**src/rtl/vid_pkg.sv**
```systemverilog
// Shared timing defaults, word constants and raster-size helpers for the video
// serializer and its timing generator.
package vid_pkg;

    localparam int WORD_W = 32;

    localparam int DEF_H_ACTIVE = 1024;
    localparam int DEF_H_FP     = 24;
    localparam int DEF_H_SYNC   = 136;
    localparam int DEF_H_BP     = 160;
    localparam int DEF_V_ACTIVE = 768;
    localparam int DEF_V_FP     = 3;
    localparam int DEF_V_SYNC   = 6;
    localparam int DEF_V_BP     = 29;

    localparam logic [WORD_W-1:0] UNDERRUN_WORD = 32'h0;

    function automatic int h_total(input int active, input int fp, input int sync, input int bp);
        return active + fp + sync + bp;
    endfunction

    function automatic int v_total(input int active, input int fp, input int sync, input int bp);
        return active + fp + sync + bp;
    endfunction

endpackage

```
**src/rtl/vid_timing.sv**
```systemverilog
// Raster counters with registered de/hsync/vsync/vblank_start and a
// combinational load request at every 32nd active pixel.
module vid_timing
    import vid_pkg::*;
#(
    parameter int H_ACTIVE  = DEF_H_ACTIVE,
    parameter int H_FP      = DEF_H_FP,
    parameter int H_SYNC    = DEF_H_SYNC,
    parameter int H_BP      = DEF_H_BP,
    parameter int V_ACTIVE  = DEF_V_ACTIVE,
    parameter int V_FP      = DEF_V_FP,
    parameter int V_SYNC    = DEF_V_SYNC,
    parameter int V_BP      = DEF_V_BP,
    parameter bit HSYNC_POL = 1'b0,
    parameter bit VSYNC_POL = 1'b0
) (
    input  logic clk,
    input  logic rst_n,
    output logic active,
    output logic load_req,
    output logic de,
    output logic hsync,
    output logic vsync,
    output logic vblank_start
);

    localparam int HT = h_total(H_ACTIVE, H_FP, H_SYNC, H_BP);
    localparam int VT = v_total(V_ACTIVE, V_FP, V_SYNC, V_BP);
    localparam int HW = $clog2(HT);
    localparam int VW = $clog2(VT);

    // Inclusive upper bounds keep every constant inside the counter width.
    localparam logic [HW-1:0] H_LAST      = HW'(HT - 1);
    localparam logic [HW-1:0] H_ACT_LAST  = HW'(H_ACTIVE - 1);
    localparam logic [HW-1:0] HS_FIRST    = HW'(H_ACTIVE + H_FP);
    localparam logic [HW-1:0] HS_LAST     = HW'(H_ACTIVE + H_FP + H_SYNC - 1);
    localparam logic [VW-1:0] V_LAST      = VW'(VT - 1);
    localparam logic [VW-1:0] V_ACT_LAST  = VW'(V_ACTIVE - 1);
    localparam logic [VW-1:0] VS_FIRST    = VW'(V_ACTIVE + V_FP);
    localparam logic [VW-1:0] VS_LAST     = VW'(V_ACTIVE + V_FP + V_SYNC - 1);
    localparam logic [VW-1:0] VBLANK_LINE = VW'(V_ACTIVE);

    logic [HW-1:0] hcnt;
    logic [VW-1:0] vcnt;
    logic          h_in_sync;
    logic          v_in_sync;

    always_ff @(posedge clk or negedge rst_n) begin
        if (!rst_n) begin
            hcnt <= '0;
            vcnt <= '0;
        end else if (hcnt == H_LAST) begin
            hcnt <= '0;
            vcnt <= (vcnt == V_LAST) ? '0 : vcnt + 1'b1;
        end else begin
            hcnt <= hcnt + 1'b1;
        end
    end

    assign active    = (hcnt <= H_ACT_LAST) && (vcnt <= V_ACT_LAST);
    assign load_req  = active && (hcnt[4:0] == 5'd0);
    assign h_in_sync = (hcnt >= HS_FIRST) && (hcnt <= HS_LAST);
    assign v_in_sync = (vcnt >= VS_FIRST) && (vcnt <= VS_LAST);

    always_ff @(posedge clk or negedge rst_n) begin
        if (!rst_n) begin
            de           <= 1'b0;
            hsync        <= ~HSYNC_POL;
            vsync        <= ~VSYNC_POL;
            vblank_start <= 1'b0;
        end else begin
            de           <= active;
            hsync        <= h_in_sync ? HSYNC_POL : ~HSYNC_POL;
            vsync        <= v_in_sync ? VSYNC_POL : ~VSYNC_POL;
            vblank_start <= (hcnt == '0) && (vcnt == VBLANK_LINE);
        end
    end

endmodule

```
**src/rtl/vid_serializer.sv**
```systemverilog
// Pops one 32-bit word per 32 active pixels and shifts it out LSB first,
// substituting a blank word and flagging underrun when the queue is empty.
module vid_serializer
    import vid_pkg::*;
#(
    parameter int H_ACTIVE  = DEF_H_ACTIVE,
    parameter int H_FP      = DEF_H_FP,
    parameter int H_SYNC    = DEF_H_SYNC,
    parameter int H_BP      = DEF_H_BP,
    parameter int V_ACTIVE  = DEF_V_ACTIVE,
    parameter int V_FP      = DEF_V_FP,
    parameter int V_SYNC    = DEF_V_SYNC,
    parameter int V_BP      = DEF_V_BP,
    parameter bit HSYNC_POL = 1'b0,
    parameter bit VSYNC_POL = 1'b0
) (
    input  logic              clk,
    input  logic              rst_n,
    input  logic [WORD_W-1:0] q,
    input  logic              empty,
    output logic              rd_en,
    output logic              pixel,
    output logic              de,
    output logic              hsync,
    output logic              vsync,
    output logic              vblank_start,
    output logic              underrun,
    input  logic              underrun_clr
);

    logic              active;
    logic              load_req;
    logic [WORD_W-1:0] word;
    logic [WORD_W-1:0] sr;

    vid_timing #(
        .H_ACTIVE  (H_ACTIVE),
        .H_FP      (H_FP),
        .H_SYNC    (H_SYNC),
        .H_BP      (H_BP),
        .V_ACTIVE  (V_ACTIVE),
        .V_FP      (V_FP),
        .V_SYNC    (V_SYNC),
        .V_BP      (V_BP),
        .HSYNC_POL (HSYNC_POL),
        .VSYNC_POL (VSYNC_POL)
    ) u_timing (
        .clk          (clk),
        .rst_n        (rst_n),
        .active       (active),
        .load_req     (load_req),
        .de           (de),
        .hsync        (hsync),
        .vsync        (vsync),
        .vblank_start (vblank_start)
    );

    // Counters sit at 0,0 (a load position) during reset, so gate the pop strobe.
    assign rd_en = load_req && !empty && rst_n;
    assign word  = empty ? UNDERRUN_WORD : q;

    always_ff @(posedge clk or negedge rst_n) begin
        if (!rst_n) begin
            sr    <= '0;
            pixel <= 1'b0;
        end else if (load_req) begin
            pixel <= word[0];
            sr    <= {1'b0, word[WORD_W-1:1]};
        end else begin
            pixel <= active ? sr[0] : 1'b0;
            sr    <= {1'b0, sr[WORD_W-1:1]};
        end
    end

    always_ff @(posedge clk or negedge rst_n) begin
        if (!rst_n) begin
            underrun <= 1'b0;
        end else if (load_req && empty) begin
            underrun <= 1'b1;
        end else if (underrun_clr) begin
            underrun <= 1'b0;
        end
    end

endmodule

```
**config.mk**
```make
export PLATFORM = sky130hd
export DESIGN_NAME = vid_serializer
export DESIGN_NICKNAME = d
export VERILOG_FILES = /design/src/rtl/vid_pkg.sv /design/src/rtl/vid_timing.sv /design/src/rtl/vid_serializer.sv
export SDC_FILE = /design/constraint.sdc
export NUM_CORES = 1
export LEC_CHECK = 0
export BUFFER_PORTS_ARGS = -buffer_cell sky130_fd_sc_hd__buf_2
export CAP_MARGIN = 5
export CORE_MARGIN = 2
export CORE_UTILIZATION = 60
export CTS_BUF_LIST = sky130_fd_sc_hd__clkbuf_16
export CTS_CLUSTER_DIAMETER = 50
export DETAILED_ROUTE_END_ITERATION = 8
export PLACE_DENSITY = 0.82
export RECOVER_POWER = 50
export SLEW_MARGIN = 20
export SYNTH_ARGS = -nofsm -noshare
export SYNTH_HDL_FRONTEND = slang
export SYNTH_SLANG_ARGS = --single-unit
```
**constraint.sdc**
```tcl
create_clock -name clk -period 3.3 [get_ports clk]
set_clock_uncertainty 0.2 [all_clocks]
set_input_delay 0 -clock clk [delete_from_list [all_inputs] [get_ports clk]]
set_output_delay 0 -clock clk [all_outputs]
set_load 0.005 [all_outputs]
```
==> run_results.csv <==
group,metric,value,unit
outcome,run_status,"complete, but fails checks",
outcome,violations,"max-capacitance violations, max-slew violations",
route,drc,0,
synth,yosys_warnings,0,
synth,syn_area,2710,µm²
finish,diodes,0,
synth,synth_top_area_cell,"dfrtp_1",
placement,dp.cells,360,
route,drt_iter0_drc,153,
synth,synth_edf_count,0,
timing,slew_headroom,-0.144,
global_routing,grt_max_degree,63,
floorplan,initial_core_util,0.623,
synth,synth-main-ff-cell,"dfrtp_1",
floorplan,rows,24,
route,vias,2209,
global_routing,antenna_found_initial,0,
finish,nNetsFinal,396,
pwr,powerDensity,481,nW/µm²
route,wirelength,6170,µm
floorplan,die_h,71.2,µm
pwr,leakage,1.65,nW
worst_hold_path,min_delay_path_depth,3,
clock_network,htree_levels,3,
synth,synth_cells,280,
setup_path,reg2regPathDepth,7,
pwr,comb_power_share,0.055,
clock_network,cts_sinks,58,
clock_network,cts_resized,0,
pwr,vdd_drop_max,356,µV
synth,seq_area_frac_synth,0.536,
timing,max_freq,0.395,GHz
placement,io_buffers,42,
clock_network,clk-insertion-delay-late,0.32,ns
clock_network,cts_tree,"yes",
synth,post-synth-top-count-cell,"dfrtp_1",
clock_network,clockBufferDepth,2,
floorplan,die_x,71.2,µm
global_routing,first_global_vias,2273,
setup_path,critical_path_required,3.36,ns
route,antenna_left,0,
timing,setup_tns,0,ns
global_routing,grt_pass1_wl,10500,µm
placement,gp_congestion,0.812,
setup_path,cp_data_arrival_time,2.59,ns
global_routing,gr-total-overflow,0,
finish,final_cells,412,
synth,ys_ff_latch,58,
pwr,sequentialPowerShare,0.421,
clock_network,post_cts_buffers,0,
timing,rsz0062_at_grt,"no",
setup_path,ff2ff_setup_slack,0.77,ns
synth,synthArstFlopShare,1.00,
job,maxCapViolCount,1,
timing,finalMaxSlewViolations,34,
route,viasPerCell,5.36,
synth,yosys-top-cells-area,"dfrtp_1 52%, nand2b_1 7.6%, o21ai_0 7.2%, nand2_1 6.1%, ha_1 2.3%",
synth,ys_top_cells_by_count,"56 x dfrtp_1, 44 x nand2_1, 39 x o21ai_0",
clock_network,numCtsBuffers,9,
timing,setup_viol,0,
global_routing,gr-usage-all-layers,0.271,
synth,synthDistinctLibCells,40,
route,wl_per_cell,15.0,µm
floorplan,dieArea,5070,µm²
finish,drive_gt1_frac,0.169,
clock_network,cts.clk_slew.worst_paths,0.05,ns
floorplan,fp.coreArea,4350,µm²
setup_path,path_class,"reg2reg",
pwr,power_frac_clock,0.524,
timing,timing_hold_violations_final,0,
synth,syn_nets,321,
timing,period_share,0.768,
floorplan,ioPinCount,43,
placement,dp_hpwl,3410,µm
clock_network,clock_tree.root_cell,"clkbuf_16",
worst_hold_path,hold_path.class,"in2reg",
setup_path,crit_fanout,62,
pwr,netSwitchingFraction,0.212,
route,first_pass_iters,4,
finish,final_core_util,0.822,
pwr,p_sw,365,µW
pwr,finalPower,1.72,mW
finish,area_growth,31.9,%
pwr,p_int,1.36,mW
timing,worst_slew_pin_slew,1.72,ns
timing,fin_crit,2.53,ns
synth,synth_top_area_frac,0.517,
setup_path,critPathLaunchType,"register",
setup_path,end_kind,"register",
synth,synth.avg_cell_area,9.68,µm²
-- logic make-up after synthesis --
group | Yosys count | share of synthesized area
simple gates | 128 | 0.261
flops | 58 | 0.536
compound gates | 55 | 0.109
buf+inv | 24 | 0.0378
xor+xnor | 9 | 0.0291
fa+ha+maj | 5 | 0.0231
mux | 1 | 0.00415
-- worst paths after layout --
| path | from | end |
|---|---|---|
| worst min-delay path | empty | sr[2] |
| worst max register to register | u_timing.hcnt[0] | sr[30] |
| worst min register to register | sr[30] | sr[29] |
| max in group asynchronous | rst_n | sr[8] |
| min in group asynchronous | rst_n | u_timing.vcnt[0] |
| worst max-delay path | u_timing.hcnt[0] | sr[30] |
-- cell usage in the layout, fill, tap and decap left out, drive strengths merged, types with 2 or more instances in the layout --
cell type    synthesis  layout
and3                 4       4
buf                  6      39
nand3               12      12
and4                 4       4
dfrtp               56      56
nand2               44      44
nand4                3       3
o21ai               40      40
nor3b                2       2
dfstp                2       2
ha                   5       5
nand2b              33      33
clkinv               0       3
dlygate4sd3          0      36
a211oi               2       2
and2                 3       3
a21oi                7       7
clkinvlp             0       3
inv                  8       8
nor3                 4       4
nor2                 7       7
clkbuf              10      14
xor2                 6       6
or3                  4       4
xnor2                3       3
nor4b                2       2
-- worst max-delay path: stages (launching register included) --
cell and delay [ns]:
dfrtp_1 0.42, inv_1 0.08, ha_1 0.14, nor4b_2 0.40, nand2_1 0.09, buf_4 0.30, nor3b_1 0.25, dlygate4sd3_1 0.57
-- per-stage QoR --
stage | cell area [µm²] | worst slack, ns | hold WS [ns]
floorplan | 2710 | 1.46 | -0.496
global placement | 2930 | 1.37 | -0.114
detailed placement | 2930 | 1.27 | -0.108
CTS | 3580 | 0.823 | 0.0815
global route | 3580 | 0.495 | 0.168
finish | 3580 | 0.765 | 0.100
-- flip-flops by register name, summed over array words and instances (netlist names) --
signal	cells
u_timing.hcnt	11
u_timing.vcnt	10
u_timing.de	1
underrun	1
u_timing.hsync	1
pixel	1
u_timing.vblank_start	1
sr	31
u_timing.vsync	1
-- area by class of cell --
| class | count | area (µm²) |
|---|---|---|
| clock buffer | 9 | 225 |
| fill | 269 | 777 |
| multi-input combinational | 198 | 1150 |
| inverter | 8 | 30.0 |
| tap | 52 | 65.1 |
| clock inverter | 7 | 70.1 |
| sequential | 58 | 1450 |
| timing repair buffer | 80 | 578 |
-- per-layer routing --
layer | global-route usage | share of wire
met3 | 0.0591 | 0.032
met5 | 0 | 0
met2 | 0.445 | 0.51
met1 | 0.343 | 0.45
met4 | 0.128 | 0.013
-- repair_timing --
action,4_1_cts,5_1_grt
hold buffers,36,0
endpoints found under the setup margin,0,0
endpoints found under the hold margin,64,0
-- power groups by stage --
stage	clock network [mW]	registers, mW	logic [mW]
floorplan	0	0.736	0.0214
global placement	0	0.736	0.0596
detailed placement	0	0.737	0.0614
CTS	0.906	0.725	0.0927
global route	0.936	0.725	0.105
finish	0.902	0.725	0.0943
Note: power is estimated with default switching activity, not from simulation.
